File: config.mk
export PLATFORM = sky130hd
export DESIGN_NAME = tlul_socket_m1n
export DESIGN_NICKNAME = d
export VERILOG_FILES = /design/src/rtl/tlul_socket_m1n.sv
export SDC_FILE = /design/constraint.sdc
export NUM_CORES = 1
export LEC_CHECK = 0
export ABC_CLOCK_PERIOD_IN_PS = 9800
export CORE_AREA = 3 3 270 272
export CTS_CLUSTER_SIZE = 25
export DETAILED_ROUTE_END_ITERATION = 16
export DIE_AREA = 0 0 273 275
export SYNTH_ARGS = -nofsm -noshare
export SYNTH_HDL_FRONTEND = slang
export SYNTH_SLANG_ARGS = --single-unit
export TNS_END_PERCENT = 10
File: constraint.sdc
create_clock -name clk_i -period 9.8 [get_ports clk_i]
set_input_delay 2.45 -clock clk_i [delete_from_list [all_inputs] [get_ports clk_i]]
set_output_delay 2.45 -clock clk_i [all_outputs]
set_load 0.03 [all_outputs]
File: src/rtl/tlul_socket_m1n.sv
// -----------------------------------------------------------------------------
// tlul_socket_m1n
//
// TL-UL 1:N steering socket. One host port fans out to NumDev device ports.
// An external decoder supplies the target index for every request. TL-UL
// response ordering is preserved by allowing in-flight requests to only one
// target at a time. A switch to a different target stalls until every
// outstanding response has drained.
//
// Optional feature (compile-time macro TLUL_SOCKET_M1N_ERR_EN):
//   defined     - dev_select_i >= NumDev routes to an internal error responder
//                 at target index NumDev. The responder answers every request
//                 with d_error=1. It returns AccessAckData with all-ones data
//                 for a Get, and AccessAck for any other request.
//   not defined - dev_select_i >= NumDev is saturated to NumDev-1. An
//                 assertion flags an out-of-range select that comes with a
//                 request.
//
// Ports
//   clk_i         clock
//   rst_ni        asynchronous active-low reset
//   tl_h_i        host request channel A, plus host d_ready
//   tl_h_o        host response channel D, plus a_ready
//   dev_select_i  target index for tl_h_i.a_address (NumDev = no device)
//   tl_d_o[N]     per-device request
//   tl_d_i[N]     per-device response
//   outstd_o      current in-flight request count (debug)
//
// Handshake semantics (both channels, every port): a beat transfers on the
// rising clock edge where valid and ready are both high. A source holds valid
// and its payload stable until that edge. valid never waits on ready.
// -----------------------------------------------------------------------------

package tlul_pkg;

    localparam logic [2:0] PutFullData    = 3'h0;
    localparam logic [2:0] PutPartialData = 3'h1;
    localparam logic [2:0] Get            = 3'h4;
    localparam logic [2:0] AccessAck      = 3'h0;
    localparam logic [2:0] AccessAckData  = 3'h1;

    typedef struct packed {
        logic        a_valid;
        logic [2:0]  a_opcode;
        logic [2:0]  a_param;
        logic [1:0]  a_size;
        logic [7:0]  a_source;
        logic [31:0] a_address;
        logic [3:0]  a_mask;
        logic [31:0] a_data;
        logic        d_ready;
    } tl_h2d_t;

    typedef struct packed {
        logic        d_valid;
        logic [2:0]  d_opcode;
        logic [2:0]  d_param;
        logic [1:0]  d_size;
        logic [7:0]  d_source;
        logic        d_sink;
        logic [31:0] d_data;
        logic        d_error;
        logic        a_ready;
    } tl_d2h_t;

endpackage

module tlul_socket_m1n
    import tlul_pkg::*;
#(
    parameter  int NumDev    = 4,
    parameter  int MaxOutstd = 8,
    localparam int SelW      = $clog2(NumDev + 1),
    localparam int CntW      = $clog2(MaxOutstd + 1)
) (
    input  logic            clk_i,
    input  logic            rst_ni,
    input  tl_h2d_t         tl_h_i,
    output tl_d2h_t         tl_h_o,
    input  logic [SelW-1:0] dev_select_i,
    output tl_h2d_t         tl_d_o [NumDev],
    input  tl_d2h_t         tl_d_i [NumDev],
    output logic [CntW-1:0] outstd_o
);

`ifdef TLUL_SOCKET_M1N_ERR_EN
    localparam int NumTgt = NumDev + 1;
`else
    localparam int NumTgt = NumDev;
`endif

    logic [CntW-1:0] cnt_q;
    logic [SelW-1:0] sel_q;

    logic [SelW-1:0] sel_eff;
    tl_d2h_t         rsp [NumTgt];
    tl_d2h_t         rsp_sel;
    logic            tgt_a_ready;
    logic            d_valid_h;
    logic            d_acc;
    logic            a_acc;
    logic [CntW-1:0] cnt_base;
    logic            hold;

    // Clamp an out-of-range select to a real target index.
    always_comb begin
        sel_eff = dev_select_i;
        if (int'(dev_select_i) >= NumDev) begin
`ifdef TLUL_SOCKET_M1N_ERR_EN
            sel_eff = SelW'(NumDev);
`else
            sel_eff = SelW'(NumDev - 1);
`endif
        end
    end

    for (genvar g = 0; g < NumDev; g++) begin : g_rsp
        assign rsp[g] = tl_d_i[g];
    end

    always_comb begin
        rsp_sel     = '0;
        tgt_a_ready = 1'b0;
        for (int i = 0; i < NumTgt; i++) begin
            if (sel_q == SelW'(i)) rsp_sel = rsp[i];
            if (sel_eff == SelW'(i)) tgt_a_ready = rsp[i].a_ready;
        end
    end

    // A response only counts while something is in flight. This drops stray
    // responses that arrive after a reset.
    assign d_valid_h = rsp_sel.d_valid && (cnt_q != '0);
    assign d_acc     = d_valid_h && tl_h_i.d_ready;

    // The stall decision uses the count as it will be after this cycle's
    // response retires. This lets a target switch happen in the same cycle as
    // the last drain. It also lets a full socket take a new request while one
    // response retires. The count therefore never exceeds MaxOutstd.
    assign cnt_base = cnt_q - CntW'(d_acc);
    assign hold     = ((cnt_base != '0) && (sel_eff != sel_q))
                   || (cnt_base == CntW'(MaxOutstd));

    assign a_acc = tl_h_i.a_valid && tl_h_o.a_ready;

    always_comb begin
        tl_h_o         = rsp_sel;
        tl_h_o.d_valid = d_valid_h;
        tl_h_o.a_ready = rst_ni && !hold && tgt_a_ready;
    end

    always_comb begin
        for (int i = 0; i < NumDev; i++) begin
            tl_d_o[i]         = tl_h_i;
            tl_d_o[i].a_valid = rst_ni && tl_h_i.a_valid && !hold
                             && (sel_eff == SelW'(i));
            tl_d_o[i].d_ready = tl_h_i.d_ready && (sel_q == SelW'(i));
        end
    end

    always_ff @(posedge clk_i or negedge rst_ni) begin
        if (!rst_ni) begin
            cnt_q <= '0;
            sel_q <= '0;
        end else begin
            if (a_acc) sel_q <= sel_eff;
            if (a_acc && !d_acc) cnt_q <= cnt_q + CntW'(1);
            else if (d_acc && !a_acc) cnt_q <= cnt_q - CntW'(1);
        end
    end

    assign outstd_o = cnt_q;

`ifdef TLUL_SOCKET_M1N_ERR_EN
    // Error responder: a single-entry buffer. Its response is visible the
    // cycle after the request is accepted, and it holds until the host takes
    // it.
    logic       err_busy_q;
    logic       err_get_q;
    logic [1:0] err_size_q;
    logic [7:0] err_source_q;
    logic       err_a_acc;
    logic       err_d_ready;
    tl_d2h_t    err_rsp;

    assign err_a_acc   = a_acc && (sel_eff == SelW'(NumDev));
    assign err_d_ready = tl_h_i.d_ready && (sel_q == SelW'(NumDev));

    always_ff @(posedge clk_i or negedge rst_ni) begin
        if (!rst_ni) begin
            err_busy_q   <= 1'b0;
            err_get_q    <= 1'b0;
            err_size_q   <= '0;
            err_source_q <= '0;
        end else if (err_a_acc) begin
            err_busy_q   <= 1'b1;
            err_get_q    <= (tl_h_i.a_opcode == Get);
            err_size_q   <= tl_h_i.a_size;
            err_source_q <= tl_h_i.a_source;
        end else if (err_busy_q && err_d_ready) begin
            err_busy_q <= 1'b0;
        end
    end

    always_comb begin
        err_rsp          = '0;
        err_rsp.d_valid  = err_busy_q;
        err_rsp.d_opcode = err_get_q ? AccessAckData : AccessAck;
        err_rsp.d_size   = err_size_q;
        err_rsp.d_source = err_source_q;
        err_rsp.d_data   = err_get_q ? 32'hFFFF_FFFF : 32'h0;
        err_rsp.d_error  = 1'b1;
        err_rsp.a_ready  = !err_busy_q;
    end

    assign rsp[NumDev] = err_rsp;
`else
    sel_in_range_a : assert property (@(posedge clk_i) disable iff (!rst_ni)
        tl_h_i.a_valid |-> (int'(dev_select_i) < NumDev));
`endif

endmodule

Yosys cells after proc, flatten, opt, wreduce, memory -nomap -nowiden --
Cells that the tools add are included.
Storage, ports and cells: latch bits 0, bits in read-only memories 0, input bits 299, memories kept 0, register bits 7, output and inout port bits 400, bits in writable memories 0
Cells by class: $mul 0, mux-type cells 11, divide/modulo/power cells 0, bitwise operators 0, shifts and indexed selects 0, $add $sub $neg 3, order comparisons 1, eq/ne operators 8, reductions and logical operators 27
Operator list (number):
- 52-bit 2-to-1 mux | 4
- 1-bit logical AND | 18
- 3-bit by 2-bit == test with 1-bit output (second input constant) | 4
- 4-bit 2-to-1 mux | 2
- 4-bit nonzero test | 2
- 3-bit by 1-bit == test with 1-bit output (second input constant) | 2
- 3-bit logical NOT | 2
- 4-bit by 1-bit adder with 4-bit output (second input constant) | 1
- 4-bit == test (second input constant) | 1
- 1-bit 2-to-1 mux | 4
- 4-bit by 1-bit subtractor with 4-bit output | 1
- 4-bit by 1-bit subtractor with 4-bit output (second input constant) | 1
- 3-bit >= comparator (second input constant) | 1
- 1-bit logical NOT | 3
- 3-bit 2-to-1 mux | 1
- 3-bit inequality test | 1
- 2-bit nonzero test | 1
- 1-bit logical OR | 1

Logic depth before layout (Yosys ltp) --
word-level depth 19, gate-level depth with buffers 20

Worst setup path after synthesis --
Ideal clock, no wire load.
kind input to output, start input tl_d_i[103] (netlist name), end output tl_d_o[171] (netlist name), stages 11, arrival 4803 ps, path slack 2547 ps, cell sequence mux2i_1 -> nor3_1 -> nor2_1 -> nor2_1 -> and2_1 -> ha_1 -> xor2_1 -> nor3b_1 -> mux2i_1 -> nand4_1 -> nor3_1
RTL lines:
- start, declared | line 82 | input tl_d2h_t tl_d_i [NumDev],
- end, declared | line 81 | output tl_h2d_t tl_d_o [NumDev],

==> qor.json <==
{
  "synth": {
    "ys_seq_area_share_pct": 3.72,
    "ys_top_cells_by_area": "sky130_fd_sc_hd__buf_4, sky130_fd_sc_hd__mux4_2, sky130_fd_sc_hd__nor2b_1",
    "synth.avg_cell_area_sq_um": 8.92,
    "synth_seq_cells": 7,
    "yosys.cell_count.top_type": "sky130_fd_sc_hd__buf_4",
    "synthDominantAreaCellType": "sky130_fd_sc_hd__buf_4",
    "synthTopCellsByCount": "sky130_fd_sc_hd__buf_4, sky130_fd_sc_hd__nor2b_1, sky130_fd_sc_hd__mux4_2, sky130_fd_sc_hd__clkbuf_1, sky130_fd_sc_hd__nor2_1",
    "yosysTopAreaCellShare_pct": 54.5,
    "synth_cells": 528,
    "netlist_area_sq_um": 4710,
    "number_of_distinct_library_cell_variants_in_the_gate_level_netlist_after_synthesis": 31,
    "synth.net_count": 832,
    "postSynth.topFlopCell": "sky130_fd_sc_hd__dfrtp_1",
    "yosysWarningCount": 0,
    "synth_edf_count": 0,
    "synthArstFlopShare_pct": 100
  },
  "grt": {
    "grt_usage_pct": 6.07,
    "grt_first_pass_wirelength_microns": 31100,
    "grt_start_max_net_pins": 53,
    "grt-ovfl-total": 0,
    "first_global_vias": 3676,
    "antenna_violations_before_repair": 12
  },
  "floorplanning": {
    "fp.dieW_microns": 273,
    "floorplan.core_area_sq_um": 71000,
    "floorplan.io_pins": 699,
    "die_height_microns": 275,
    "std_cell_rows": 98,
    "initial_core_util_pct": 6.63,
    "die_area_sq_um": 75100
  },
  "drt": {
    "route.detailed.drc": 0,
    "route.vias.total": 3261,
    "detailedRoute.firstIterationViolations": 113,
    "detail_route.wirelength_microns": 24900,
    "routed_wire_length_per_instance_microns": 17.6,
    "vias_per_cell": 2.31,
    "drt_first_pass_iters": 4,
    "post_drt_antenna_nets": 0
  },
  "placement": {
    "dp.final_hpwl_microns": 22000,
    "portBuffers": 278,
    "globalplace.congestion": 0.735,
    "post_placement_cell_area_sq_um": 6090
  },
  "critical_path": {
    "worst-endpoint-required_ns": 7.35,
    "setup.worst_path.start_class": "primary input",
    "critical_path_class": "primary input to output port",
    "cp.arrival_ns": 6.29,
    "crit_path_end_kind": "output port",
    "critPathMaxFanout": 4
  },
  "timing": {
    "worst_clock_skew_ns": 0.000293,
    "layout_worst_path_cycle_share_pct": 89.2,
    "max_slew.worst_pin.slew_ns": 0.828,
    "layout_min_cycle_time_ns": 8.74,
    "setup_violations": 0,
    "fmax_ghz": 0.114,
    "finalHoldViolCount": 0,
    "timing.setup.tns_ns": 0,
    "worst_slew_margin_rel_pct": 44.6,
    "maxSlewViolCount": 0,
    "rsz0062_at_grt": "no"
  },
  "clock_network": {
    "clockRootBuffer": "sky130_fd_sc_hd__clkbuf_16",
    "cts.repair.resized": 0,
    "cts-hold-fix-buffers": 0,
    "cts_made_buffers": 3,
    "h-tree-depth": 1,
    "cts.repair_timing.setup_buffer_count": 0,
    "cts_tree": "done",
    "worst_skew_pair.late_latency_ns": 0.23,
    "clock_tree.buffer_depth": 2,
    "tritoncts_num_sinks": 7,
    "clk_pin_slew_worst_paths_ns": 0.04
  },
  "layout": {
    "ratio_of_cells_with_drive_above_1_in_the_final_layout_pct": 14.4,
    "area_growth_pct": 31.3,
    "num-nets-final": 763,
    "post-route-cell-area_sq_um": 6180
  },
  "power": {
    "power_per_cell_area_nw_per_um2": 205,
    "power.static_leakage_nw": 1.92,
    "ir_drop_mv": 0.0972
  },
  "status": {
    "outcome": "finished, final reports clean"
  },
  "flow_run": {
    "maxCapViolCount": 0
  },
  "min_path": {
    "worstHoldPathType": "flip-flop to flip-flop"
  }
}
## state kept, by name (all words and copies together), names as in the netlist
signal	cells
sel_q	3
outstd_o	4
## metrics by stage
stage / worst slack (ns) / utilization (%) / total power, mW / hold slack [ns] / instances
after floorplan: 2.55 / - / 0.973 / 0.681 / 528
after global placement: 1.01 / 8.58 / 1.22 / 0.546 / 1404
after detailed placement: 0.940 / 8.58 / 1.22 / 0.533 / 1404
after CTS: 0.912 / 8.69 / 1.30 / 0.538 / 1408
after global routing: 0.798 / 8.70 / 1.34 / 0.563 / 1410
final: 1.06 / 8.71 / 1.27 / 0.533 / 1413
## placed cells by master (no fill, tap or decap)
cell type                           n
sky130_fd_sc_hd__mux2_4             1
sky130_fd_sc_hd__a311o_2            1
sky130_fd_sc_hd__dfrtp_1            4
sky130_fd_sc_hd__o32ai_2            1
sky130_fd_sc_hd__xnor2_1            4
sky130_fd_sc_hd__diode_2            5
sky130_fd_sc_hd__a21o_1             1
sky130_fd_sc_hd__nor3_1             6
sky130_fd_sc_hd__nor2_1             9
sky130_fd_sc_hd__nor3b_1            2
sky130_fd_sc_hd__buf_4              3
sky130_fd_sc_hd__mux2i_1            4
sky130_fd_sc_hd__clkbuf_1           1
sky130_fd_sc_hd__clkdlybuf4s50_1  278
sky130_fd_sc_hd__xor2_1             2
sky130_fd_sc_hd__clkbuf_16          3
sky130_fd_sc_hd__o21ai_0            2
sky130_fd_sc_hd__nand4_1            1
sky130_fd_sc_hd__a21oi_1            2
sky130_fd_sc_hd__fa_1               1
sky130_fd_sc_hd__o221ai_1           1
sky130_fd_sc_hd__and2_1             2
sky130_fd_sc_hd__dfrtp_2            1
sky130_fd_sc_hd__nand2b_1           2
sky130_fd_sc_hd__ha_1               4
sky130_fd_sc_hd__nand2_1            8
sky130_fd_sc_hd__nor4_1             1
sky130_fd_sc_hd__mux2_2             2
sky130_fd_sc_hd__mux4_2            50
sky130_fd_sc_hd__nor2b_1           51
sky130_fd_sc_hd__or2_4              1
sky130_fd_sc_hd__dfrtp_4            2
sky130_fd_sc_hd__nand4bb_4          1
sky130_fd_sc_hd__inv_1              6
## power breakdown
part           total (mW)  switching [mW]  internal (mW)
registers          0.0989          0.0553         0.0436
clock network      0.0701          0.0159         0.0542
logic                1.10           0.576          0.521
total                1.27           0.647          0.619
## logic make-up (layout without fill, tap and decap cells)
family,Yosys count,count (layout),synth area share [%]
XOR/XNOR,6,6,1.12
AO/OA/AOI/OAI,8,8,1.36
adder cells (fa/ha/maj),5,5,1.49
buffers and inverters,361,291,56.1
AND/OR/NAND/NOR,84,84,10.7
other,0,5,0
multiplexers,57,57,25.6
flip-flops,7,7,3.72
## critical path, stage by stage
cell and delay (ns):
sky130_fd_sc_hd__clkdlybuf4s50_1 0.39, sky130_fd_sc_hd__mux2i_1 0.29, sky130_fd_sc_hd__nor2_1 0.09, sky130_fd_sc_hd__nor2_1 0.10
sky130_fd_sc_hd__nor2_1 0.07, sky130_fd_sc_hd__and2_1 0.25, sky130_fd_sc_hd__ha_1 0.20, sky130_fd_sc_hd__xor2_1 0.14
sky130_fd_sc_hd__nor3b_1 0.45, sky130_fd_sc_hd__mux2i_1 0.46, sky130_fd_sc_hd__nand4_1 0.37, sky130_fd_sc_hd__nor3_1 0.30
sky130_fd_sc_hd__clkdlybuf4s50_1 0.73
## worst paths after layout
| kind | startpoint | end | slack, ns | depth (start not counted) |
|---|---|---|---|---|
| worst min-delay path | outstd_o[3] | outstd_o[3] | 0.53 | 1 |
| worst max-delay path | tl_d_i[51] | tl_d_o[171] | 1.06 | 13 |
| min in group asynchronous | rst_ni | outstd_o[1] | 2.52 | 1 |
| worst min register to register | outstd_o[3] | outstd_o[3] | 0.53 | 1 |
| max in group asynchronous | rst_ni | sel_q[1] | 6.97 | 1 |
| worst max register to register | sel_q[1] | outstd_o[3] | 5.27 | 19 |
## cell type report
type	count	area [sq um]
clock buffers	4	78.8
fillers	8167	64800
flip-flops and latches	7	184
repair buffers	281	2810
well taps	950	1190
multi-input cells	160	1890
diodes	5	12.5
inverters	6	22.5
## per-layer routing
layer / wire length (microns) / global-route usage (%) / vias to the layer above
met1: 7650 / 5.57 / 1388
li1: - / - / 1284
met3: 4400 / 4.06 / 154
met4: 2030 / 4.61 / 12
met5: 81 / 0 / -
met2: 10700 / 9.55 / 423
Note: power is estimated with default switching activity, not from simulation.
